==> config.mk <==
export PLATFORM = sky130hd
export DESIGN_NAME = fifo_stream_reader
export DESIGN_NICKNAME = d
export VERILOG_FILES = /design/src/rtl/fifo_pkg.sv /design/src/rtl/fifo_rd_skid.sv /design/src/rtl/fifo_stream_reader.sv
export SDC_FILE = /design/constraint.sdc
export NUM_CORES = 1
export LEC_CHECK = 0
export ABC_AREA = 1
export CORE_ASPECT_RATIO = 0.75
export CORE_MARGIN = 8
export CORE_UTILIZATION = 52
export DETAILED_ROUTE_END_ITERATION = 7
export PLACE_DENSITY = 0.83
export SLEW_MARGIN = 25
export SYNTH_ARGS = -nofsm -noshare
export SYNTH_HDL_FRONTEND = slang
export SYNTH_SLANG_ARGS = --single-unit
==> constraint.sdc <==
create_clock -name clk -period 2.87 [get_ports clk]
set_clock_uncertainty 0.15 [all_clocks]
set_input_delay 0.287 -clock clk [delete_from_list [all_inputs] [get_ports clk]]
set_output_delay 0.287 -clock clk [all_outputs]
set_load 0.1 [all_outputs]
==> src/rtl/fifo_pkg.sv <==
// Shared constants for the FIFO read-side stream controller.
package fifo_pkg;

    localparam int DEFAULT_DATA_WIDTH = 8;

    localparam logic [1:0] OCC_EMPTY = 2'd0;
    localparam logic [1:0] OCC_ONE   = 2'd1;
    localparam logic [1:0] OCC_TWO   = 2'd2;

    function automatic logic [1:0] occ_step(
        input logic [1:0] occ,
        input logic       cap,
        input logic       pop
    );
        return occ + {1'b0, cap} - {1'b0, pop};
    endfunction

endpackage

==> src/rtl/fifo_rd_skid.sv <==
// Two-entry in-order buffer: entry e0 is always the head.
module fifo_rd_skid
    import fifo_pkg::*;
#(
    parameter int DATA_WIDTH = DEFAULT_DATA_WIDTH
) (
    input  logic                  clk,
    input  logic                  rst,
    input  logic                  capture,
    input  logic [DATA_WIDTH-1:0] din,
    input  logic                  pop,
    output logic [DATA_WIDTH-1:0] dout,
    output logic [1:0]            occ
);

    logic [DATA_WIDTH-1:0] e0;
    logic [DATA_WIDTH-1:0] e1;
    logic [1:0]            tail;

    // Tail slot after this cycle's pop has shifted e1 into e0.
    assign tail = occ - {1'b0, pop};
    assign dout = e0;

    always_ff @(posedge clk or posedge rst) begin
        if (rst) begin
            occ <= OCC_EMPTY;
            e0  <= '0;
            e1  <= '0;
        end else begin
            occ <= occ_step(occ, capture, pop);
            if (pop) begin
                e0 <= e1;
            end
            if (capture) begin
                if (tail == OCC_EMPTY) begin
                    e0 <= din;
                end else begin
                    e1 <= din;
                end
            end
        end
    end

endmodule

==> src/rtl/fifo_stream_reader.sv <==
// Pops a registered-read FIFO and re-presents words as a framed
// valid/ready stream at up to one word per cycle.
module fifo_stream_reader
    import fifo_pkg::*;
#(
    parameter int DATA_WIDTH = DEFAULT_DATA_WIDTH,
    parameter int BURST_LEN  = 4,
    parameter int CNT_WIDTH  = 2
) (
    input  logic                  clk,
    input  logic                  rst,
    input  logic                  enable,
    input  logic                  fifo_empty,
    output logic                  fifo_rd_en,
    input  logic [DATA_WIDTH-1:0] fifo_rd_data,
    output logic                  m_valid,
    input  logic                  m_ready,
    output logic [DATA_WIDTH-1:0] m_data,
    output logic                  m_last,
    output logic                  idle
);

    localparam logic [CNT_WIDTH-1:0] LAST_CNT = CNT_WIDTH'(BURST_LEN - 1);

    logic [1:0]           occ;
    logic                 inflight;
    logic [CNT_WIDTH-1:0] bcnt;
    logic                 pop;
    logic                 issue;
    logic [2:0]           owed;

    assign m_valid = (occ != OCC_EMPTY);
    assign pop     = m_valid & m_ready;
    assign owed    = {1'b0, occ} + {2'b00, inflight};

    // A pop this cycle frees the slot a new read would land in.
    assign issue = enable & ~fifo_empty & ~rst
                 & ((owed <= 3'd1) | pop);
    assign fifo_rd_en = issue;

    assign m_last = m_valid & (bcnt == LAST_CNT);
    assign idle   = ~m_valid & ~inflight & (bcnt == '0);

    always_ff @(posedge clk or posedge rst) begin
        if (rst) begin
            inflight <= 1'b0;
            bcnt     <= '0;
        end else begin
            inflight <= issue;
            if (pop) begin
                if (bcnt == LAST_CNT) begin
                    bcnt <= '0;
                end else begin
                    bcnt <= bcnt + CNT_WIDTH'(1);
                end
            end
        end
    end

    fifo_rd_skid #(
        .DATA_WIDTH(DATA_WIDTH)
    ) u_skid (
        .clk    (clk),
        .rst    (rst),
        .capture(inflight),
        .din    (fifo_rd_data),
        .pop    (pop),
        .dout   (m_data),
        .occ    (occ)
    );

endmodule
Word level (Yosys, flattened, before mapping)
Cells that the tools add are included.
{ "word_totals": {"register_bits": 21, "out_inout_bits": 12, "elab_cells": 33} }
{ "classes": {"addsub": 5, "n_lt_le_gt_ge": 1, "eq_ne": 1, "muxes": 4, "n_bitwise": 13, "reduce_logical": 4} }
{ "ops": {"columns": ["operator", "count"], "rows": [
  ["two-way mux 8 bit", 3],
  ["AND 1 bit", 7],
  ["inverter 1 bit", 5],
  ["logical NOT 2 bit", 2],
  ["subtractor 2 x 1 -> 2 bit", 2],
  ["adder 2 x 1 -> 3 bit", 1],
  ["<= comparator 3 x 1 -> 1 bit (second input constant)", 1],
  ["adder 2 x 1 -> 2 bit", 1],
  ["adder 2 x 1 -> 2 bit (second input constant)", 1],
  ["== test 2 bit (second input constant)", 1],
  ["two-way mux 2 bit", 1],
  ["AND reduction 2 bit", 1],
  ["nonzero test 2 bit", 1],
  ["OR 1 bit", 1]
]} }

Longest topological paths before layout
Gate-level depths: netlist (run 1).
{ "depth": {"ltp_word": 6, "ltp_mapped": 6, "mapped_depth_nobuf": 6} }

Cells and area by module
From an unflattened synthesis (run 1), not the netlist that was laid out.
{ "unflattened": {"hier_cells": 148, "hier_area_um2": 1213.7} }
{ "by_module_without_submodules": {"columns": ["module", "n_inst", "cells_per_inst", "area_each_um2", "seq_area_each_um2"], "rows": [
  ["fifo_rd_skid", 1, 111, 933.4, 450.4],
  ["fifo_stream_reader", 1, 37, 280.3, 75.1]
]} }

Least setup slack after synthesis (run 1)
Ideal clock, no wire load.
{ "synth_timing": {"path_type": "register to output", "from": "register u_skid.occ[1]", "to": "output idle", "arrival_time_ns": 2.331, "setup_slack_ns": 0.102, "path_stages_with_launch": 4, "n_path_buf": 0, "path_cell_list": "dfrtp_1 -> inv_2 -> nand2_2 -> nor2_1"} }
{ "synth_between": {"elab_chain_len": 4} }
{ "synth_lines": {"columns": ["element", "line", "rtl"], "rows": [
  ["start, declared", "fifo_rd_skid.sv:13", "output logic [1:0] occ"],
  ["start signal, assigned", "fifo_rd_skid.sv:30", "occ <= occ_step(occ, capture, pop);"],
  ["nonzero test 2 bit", "fifo_stream_reader.sv:32", "assign m_valid = (occ != OCC_EMPTY);"],
  ["net m_valid", "fifo_stream_reader.sv:16", "output logic m_valid,"],
  ["inverter 1 bit", "fifo_stream_reader.sv:42", "assign idle = ~m_valid & ~inflight & (bcnt == '0);"],
  ["AND 1 bit (2 in series)", "fifo_stream_reader.sv:42", null],
  ["end, declared", "fifo_stream_reader.sv:20", "output logic idle"]
]} }
The timed path passes the listed nets, and every way through them passes these cells.

Final worst setup path (run 1)
{ "layout_timing": {"from": "input m_ready", "to": "output fifo_rd_en"} }
{ "layout_between": {"elab_chain_len": 3} }
{ "layout_lines": {"columns": ["element", "line", "rtl"], "rows": [
  ["start, declared", "fifo_stream_reader.sv:17", "input logic m_ready,"],
  ["AND 1 bit", "fifo_stream_reader.sv:33", "assign pop = m_valid & m_ready;"],
  ["OR 1 bit", "fifo_stream_reader.sv:38", "& ((owed <= 3'd1) | pop);"],
  ["AND 1 bit", "fifo_stream_reader.sv:38", null],
  ["end, declared", "fifo_stream_reader.sv:14", "output logic fifo_rd_en,"]
]} }
No other way between the ends.

==> results.toml, run 1 <==
[status]
status = "completed"

[placed_design]
placed_cells = 184
placed_area_um2 = 1318
hpwlAfterDp_um = 1940
io_buffers = 24
gp_congestion = 0.9011

[logic_synthesis]
ys_dominant_reg_cell = "dfrtp_1"
netlist_area_um2 = 1077
synth.top_cells.by_area = "dfrtp_1 (49%), nand2_1 (16%), nand3_1 (12%), inv_1 (7.7%), ha_1 (3.5%)"
synth_edf_count = 0
yosysTopAreaCellShare = 0.4878
yosysMostFrequentCell = "nand2_1"
syn-num-nets = 154
ys_seq_area_frac = 0.4878
synthTopCellsByCount = "nand2_1 (45), nand3_1 (25), inv_1 (22)"
ys_warn_count = 0
synth_async_sr_flop_share = 1.000
synth_cell_types = 16
syn-instance-count = 138
ys_seq_elements = 21
netlist.top_cell.by_area = "dfrtp_1"
postSynthAreaPerCell_um2 = 7.806

[detailed_routing]
initialDrtViolationCount = 39
wl_per_cell_um = 12.87
drt-pass1-iter-count = 4
via_count = 919
wl_um = 2420
drc_errors = 0
drt-vias-per-instance = 4.888
antenna_left = 0

[critical_path]
crit_path_max_fanout = 11
required_ns = 2.43
cp.arrival_ns = 1.81
reg2reg_depth = 6
crit_type = "in -> out"
worstSetupStartpointType = "input port"
end_kind = "output pin"

[die]
die-area_um2 = 3799
initial_core_util = 0.5442
ioPinCount = 25
die_y_um = 55.42
num_rows = 14
core_um2 = 1979
die_w_um = 68.56

[finish]
drive_gt1_frac = 0.1463
post-route-util = 0.6789
diodes = 0
stdcell_count = 188
layout.nets = 181
areaGrowthSynthToFinish_pct = 24.74
final_area_um2 = 1344

[global_routing]
track_usage = 0.1372
antenna_found_initial = 0
grt_overflow = 0
grt_max_degree = 22
grt_pass1_vias = 925
grt_pass1_wl_um = 4174

[clocking]
tritoncts = "yes"
clock_path_buffers = 2
root_buffer = "clkbuf_4"
cts-resized-gates = 0
cts_setup_buffers = 0
cts.clk_slew.worst_paths_ns = 0.11
hold_buffers = 0
cts_max_level = 1
clk_latency_ns = 0.30
cts_sinks = 21
cts_buffers = 3

[sta]
period_needed_ns = 2.244
worst_pin_slew_ns = 0.7586
setup_viol = 0
maxSlewViolCount = 0
finalHoldViolations = 0
setup_tns_ns = 0
slew_headroom = 0.4937
fmax_mhz = 445.6
rsz0062_at_grt = "no"
min_period_over_period = 0.7819

[hold_path]
min_path_type = "in -> async"

[job]
drv_cap = 0
[flip-flops by register name, indices dropped and copies added (netlist names)]
signal       count
u_skid.occ       2
u_skid.e1        8
u_skid.dout      8
bcnt             2
inflight         1
[cell type report]
class / instances / area (um^2)
Fill cell: 168 / 635.6
Sequential cell: 21 / 525.5
Multi-Input combinational cell: 90 / 445.4
Timing Repair Buffer: 24 / 222.7
Inverter: 25 / 93.84
Tap cell: 24 / 30.03
Clock buffer: 4 / 26.28
[cells in the final DEF, fill, tap and decap left out]
cell type         n
nand3_4           1
nand2_1          45
a21oi_1           2
nand2_2           2
clkdlybuf4s50_1  12
xor2_1            1
inv_1            22
o21ai_2           1
inv_2             3
nand2_4           2
clkbuf_1          1
nor2_1            5
clkbuf_4          3
buf_4            11
ha_1              3
o21ai_0           3
dfrtp_1          21
buf_12            1
nand3_1          25
[per-stage QoR]
step	setup WS [ns]	hold slack, ns
finish	0.6261	0.3006
global route	0.5327	0.3555
global placement	0.7360	0.3068
floorplan	0.1019	0.1135
CTS	0.6343	0.3388
detailed placement	0.6375	0.3168
[layer usage]
layer  routed length, um  track usage  up-vias
li1                    -            -      480
met3                 120      0.04225        2
met1                1109       0.1801      418
met2                1166       0.2093       19
met5                   0            0        -
met4                  24      0.03790        0
[kinds of logic after synthesis]
group	after synthesis	synth area share
simple gates	80	0.3391
fa+ha+maj	3	0.03485
xor+xnor	1	0.008132
buf+inv	27	0.09872
compound gates	6	0.03136
flops	21	0.4878
[final timing paths]
kind | start | end | slack (ns)
worst max register to register | u_skid.occ[0]$_DFF_PP0_ | u_skid.occ[1]$_DFF_PP0_ | 1.42
worst min register to register | u_skid.e1[2]$_DFFE_PP0P_ | u_skid.e1[2]$_DFFE_PP0P_ | 0.34
worst min-delay path | rst | u_skid.occ[1]$_DFF_PP0_ | 0.30
worst max-delay path | m_ready | fifo_rd_en | 0.63
max in group asynchronous | rst | u_skid.e1[1]$_DFFE_PP0P_ | 1.79
min in group clk | u_skid.e1[2]$_DFFE_PP0P_ | u_skid.e1[2]$_DFFE_PP0P_ | 0.34
[worst max-delay path, stage by stage]
cell             delay, ns
clkdlybuf4s50_1       0.71
o21ai_2               0.22
a21oi_1               0.36
buf_12                0.22
Power of run 1 is left out: the tool's default activity adds up to more than one toggle a clock period on the data nets, which glitch-free logic cannot reach.
==> run 2: changes to the inputs <==
Settings changed: CORE_UTILIZATION 52 to 44, PLACE_DENSITY 0.83 to 0.75.
Clock period 2.87 ns to 2 ns, I/O delays scaled along.
==> results.toml, run 2 (synthesized netlist as in run 1, its figures left out) <==
[status]
status = "completed"

[clocking]
clock_path_buffers = 2
cts_buffers = 3
cts_max_level = 1
root_buffer = "clkbuf_4"
cts.clk_slew.worst_paths_ns = 0.10
cts_setup_buffers = 0
cts-resized-gates = 0
hold_buffers = 0
tritoncts = "yes"
clk_latency_ns = 0.30
cts_sinks = 21

[detailed_routing]
drc_errors = 0
antenna_left = 0
wl_per_cell_um = 11.43
wl_um = 2297
initialDrtViolationCount = 33
drt-pass1-iter-count = 4
via_count = 904
drt-vias-per-instance = 4.498

[finish]
layout.nets = 184
final_common_cell = "nand2_1"
areaGrowthSynthToFinish_pct = 33.45
final_cell_mix = "nand2_1 (45), nand3_1 (25), inv_1 (22)"
diodes = 0
drive_gt1_frac = 0.1796

[die]
num_rows = 15
ioPinCount = 25
die-area_um2 = 4304
die_y_um = 58.85
core_um2 = 2308
die_w_um = 73.14
initial_core_util = 0.4667

[sta]
rsz0062_at_grt = "no"
period_needed_ns = 1.807
fmax_mhz = 553.5
maxSlewViolCount = 0
setup_viol = 0
min_period_over_period = 0.9033
setup_tns_ns = 0
worst_pin_slew_ns = 0.4517
finalHoldViolations = 0
slew_headroom = 0.6989

[critical_path]
crit_path_max_fanout = 9
timing.rr.end = "u_skid.occ[1]$_DFF_PP0_"
worstSetupStartpointType = "flop"
rrSetupSlack_ns = 0.53
cp.arrival_ns = 1.46
end_kind = "output pin"
required_ns = 1.65
timing.rr.start = "u_skid.occ[1]$_DFF_PP0_"
reg2reg_depth = 6
crit_type = "reg -> out"

[global_routing]
grt_overflow = 0
track_usage = 0.1165
grt_pass1_wl_um = 3926
antenna_found_initial = 0
grt_max_degree = 22
grt_pass1_vias = 919

[placed_design]
gp_congestion = 0.8239
hpwlAfterDp_um = 1918
io_buffers = 24

[job]
drv_cap = 0

[hold_path]
min_path_type = "in -> async"
run 2: cell types whose count changed in the layout (fill, tap and decap cells not counted), sizes merged:
cell / previous run / this run
buf: 12 / 15
run 2: cell type report:
| class | count | area (um^2) |
|---|---|---|
| clock buffer | 4 | 26.28 |
| sequential | 21 | 525.5 |
| multi-input combinational | 90 | 466.7 |
| inverter | 25 | 93.84 |
| timing repair buffer | 27 | 282.8 |
| tap | 34 | 42.54 |
| fill | 204 | 870.8 |
run 2: worst max path at each step:
| stage | from | end | slack, ns | depth (start not counted) |
|---|---|---|---|---|
| after CTS | u_skid.occ[1]$_DFF_PP0_ | fifo_rd_en | 0.19 | 3 |
| after global placement | m_ready | u_skid.occ[1]$_DFF_PP0_ | 0.36 | 7 |
| final | u_skid.occ[1]$_DFF_PP0_ | fifo_rd_en | 0.19 | 3 |
| after floorplan | u_skid.occ[1]$_DFF_PP0_ | idle | 0.08 | 3 |
| after detailed placement | m_ready | u_skid.occ[1]$_DFF_PP0_ | 0.25 | 7 |
| after global routing | u_skid.occ[0]$_DFF_PP0_ | fifo_rd_en | 0.09 | 4 |
run 2: metal layers:
layer,up-vias,part of all wire,track usage
li1,485,-,-
met1,399,0.50,0.1461
met2,16,0.44,0.1779
met3,4,0.042,0.03390
met4,0,0.016,0.05682
met5,-,0,0
run 2: critical path, stage by stage (launching register included):
cell,delay [ns]
dfrtp_1,0.44
o21ai_2,0.42
a21oi_4,0.12
buf_12,0.18
run 2: metrics by stage:
stage	hold slack, ns	cell area [um^2]	instances	utilization	setup slack [ns]
after detailed placement	0.3106	1411	197	0.6114	0.2486
after global placement	0.3043	1411	197	0.6114	0.3621
after CTS	0.1076	1438	201	0.6228	0.1943
after global routing	0.1221	1438	201	0.6228	0.09323
final	0.1022	1438	201	0.6228	0.1934
after floorplan	0.02653	1099	138	-	0.07914
Power of run 2 is left out for the same reason.
==> patch (flow settings as in run 2) <==
Change the package constant `DEFAULT_DATA_WIDTH` from 8 to 6.
--- a/src/rtl/fifo_pkg.sv
+++ b/src/rtl/fifo_pkg.sv
@@ -2,5 +2,5 @@
 package fifo_pkg;
 
-    localparam int DEFAULT_DATA_WIDTH = 8;
+    localparam int DEFAULT_DATA_WIDTH = 6;
 
     localparam logic [1:0] OCC_EMPTY = 2'd0;
Ports: changed (resized fifo_rd_data and m_data); port bits go from 25 to 21. No check against the original RTL was run, so the function may have changed too.
==> patch against run 2 <==
Count of clock-buffer cells in the layout did not move. Synthesized cell count fell by 17%. Sequential cell count fell by 4. Cell area fell by 16%. Synthesized area fell by 15%. Worst setup slack got worse by 18 ps. Wire length fell by 16%. Highest routed layer unchanged.
Power is not shown: default switching activity piles up to over one toggle a cycle in this logic, so the estimate is an artifact.
==> patch: results (changes against run 2) <==
WL final: 1931 um (-16%)
Initial antenna violation count: 0 (unchanged)
Critical path peak fanout: 5 (-4)
Post-DP Area: 0.001174 mm2 (-17%)
Met1 Use GR: 15.42% (+0.81 points)
Status: finished clean
Synth top area cells: dfrtp_1, nand2_1, nand3_1, inv_1, nand2_4
Proportion of layout cells with a drive suffix above 1: 21.90% (+3.9 points)
Largest net degree at the start of global routing: 18 (-18%)
Syn nets: 128 (-17%)
Rel. slew slack: 57.21% (-13 points)
Proportion of synthesized chip area in sequential cells: 46.32% (-2.5 points)
Most frequent cells after synthesis: nand2_1, nand3_1, dfrtp_1, inv_1
Synthesized instance count: 114 (-17%)
Fill count: 176 (-14%)
YS warnings: 0 (unchanged)
Synth Area in Compound Gates: 4.087% (+0.95 points)
Max stage delay on crit path: 420 ps (-20 ps)
M2 GR Usage: 16.03% (-1.8 points)
Post-synthesis xor/xnor area fraction: 0.9537% (+0.14 points)
DP Wirelength: 1623 um (-15%)
Nets: 152 (-17%)
GPL Wtd Cong: 0.8580 (+4.1%)
Synth Area in Adders: 4.087% (+0.60 points)
Via/cell ratio: 4.733 (+5.2%)
PortBufs: 20 (-17%)
patch: cells by family after synthesis:
logic type	after synthesis
AO/OA/AOI/OAI	6
XOR/XNOR	1
adder cells (fa/ha/maj)	3
buffers and inverters	23
flip-flops	17
AND/OR/NAND/NOR	64
patch: layout make-up:
| cell class | instances | area (um2) | area share, % |
|---|---|---|---|
| timing repair buffer | 21 | 232.7 | 19.38 |
| inverter | 21 | 82.58 | 6.875 |
| tap | 24 | 30.03 | 2.500 |
| clock buffer | 4 | 26.28 | 2.188 |
| sequential | 17 | 426.7 | 35.52 |
| multi-input combinational | 74 | 402.9 | 33.54 |
patch: final timing paths:
kind	start	endpoint	slack (ps)	depth (start not counted)
setup / recovery	u_skid.occ[1]	fifo_rd_en	180	4
hold / removal	rst	u_skid.occ[1]	170	2
setup reg to reg	u_skid.occ[0]	u_skid.occ[1]	520	6
hold reg to reg	u_skid.e1[0]	u_skid.e1[0]	330	2
max in group asynchronous	rst	inflight	1090	2
min in group clk	enable	inflight	330	3
patch: per-layer routing:
metal / share of wire (%) / up-vias
li1: - / 400
met1: 48 / 347
met2: 46 / 13
met3: 5.6 / 2
met4: 0.52 / 0
met5: 0 / -
patch: critical path, delay by kind of cell, from the launching register on:
| kind | cells | cell delay [ps] |
|---|---|---|
| buffers and inverters | 2 | 370 |
| AO/OA/AOI/OAI | 2 | 400 |
| flip-flops | 1 | 420 |
patch: stage by stage:
step / hold slack (ps) / TNS (ps) / util [%] / worst slack, ps
global placement: 305.3 / 0 / 58.77 / 246.0
floorplan: -23.93 / -0.5106 / - / -0.5106
finish: 166.6 / 0 / 60.15 / 175.8
detailed placement: 315.0 / 0 / 58.77 / 210.4
CTS: 187.6 / 0 / 60.09 / 72.93
global route: 219.8 / 0 / 60.15 / 73.53
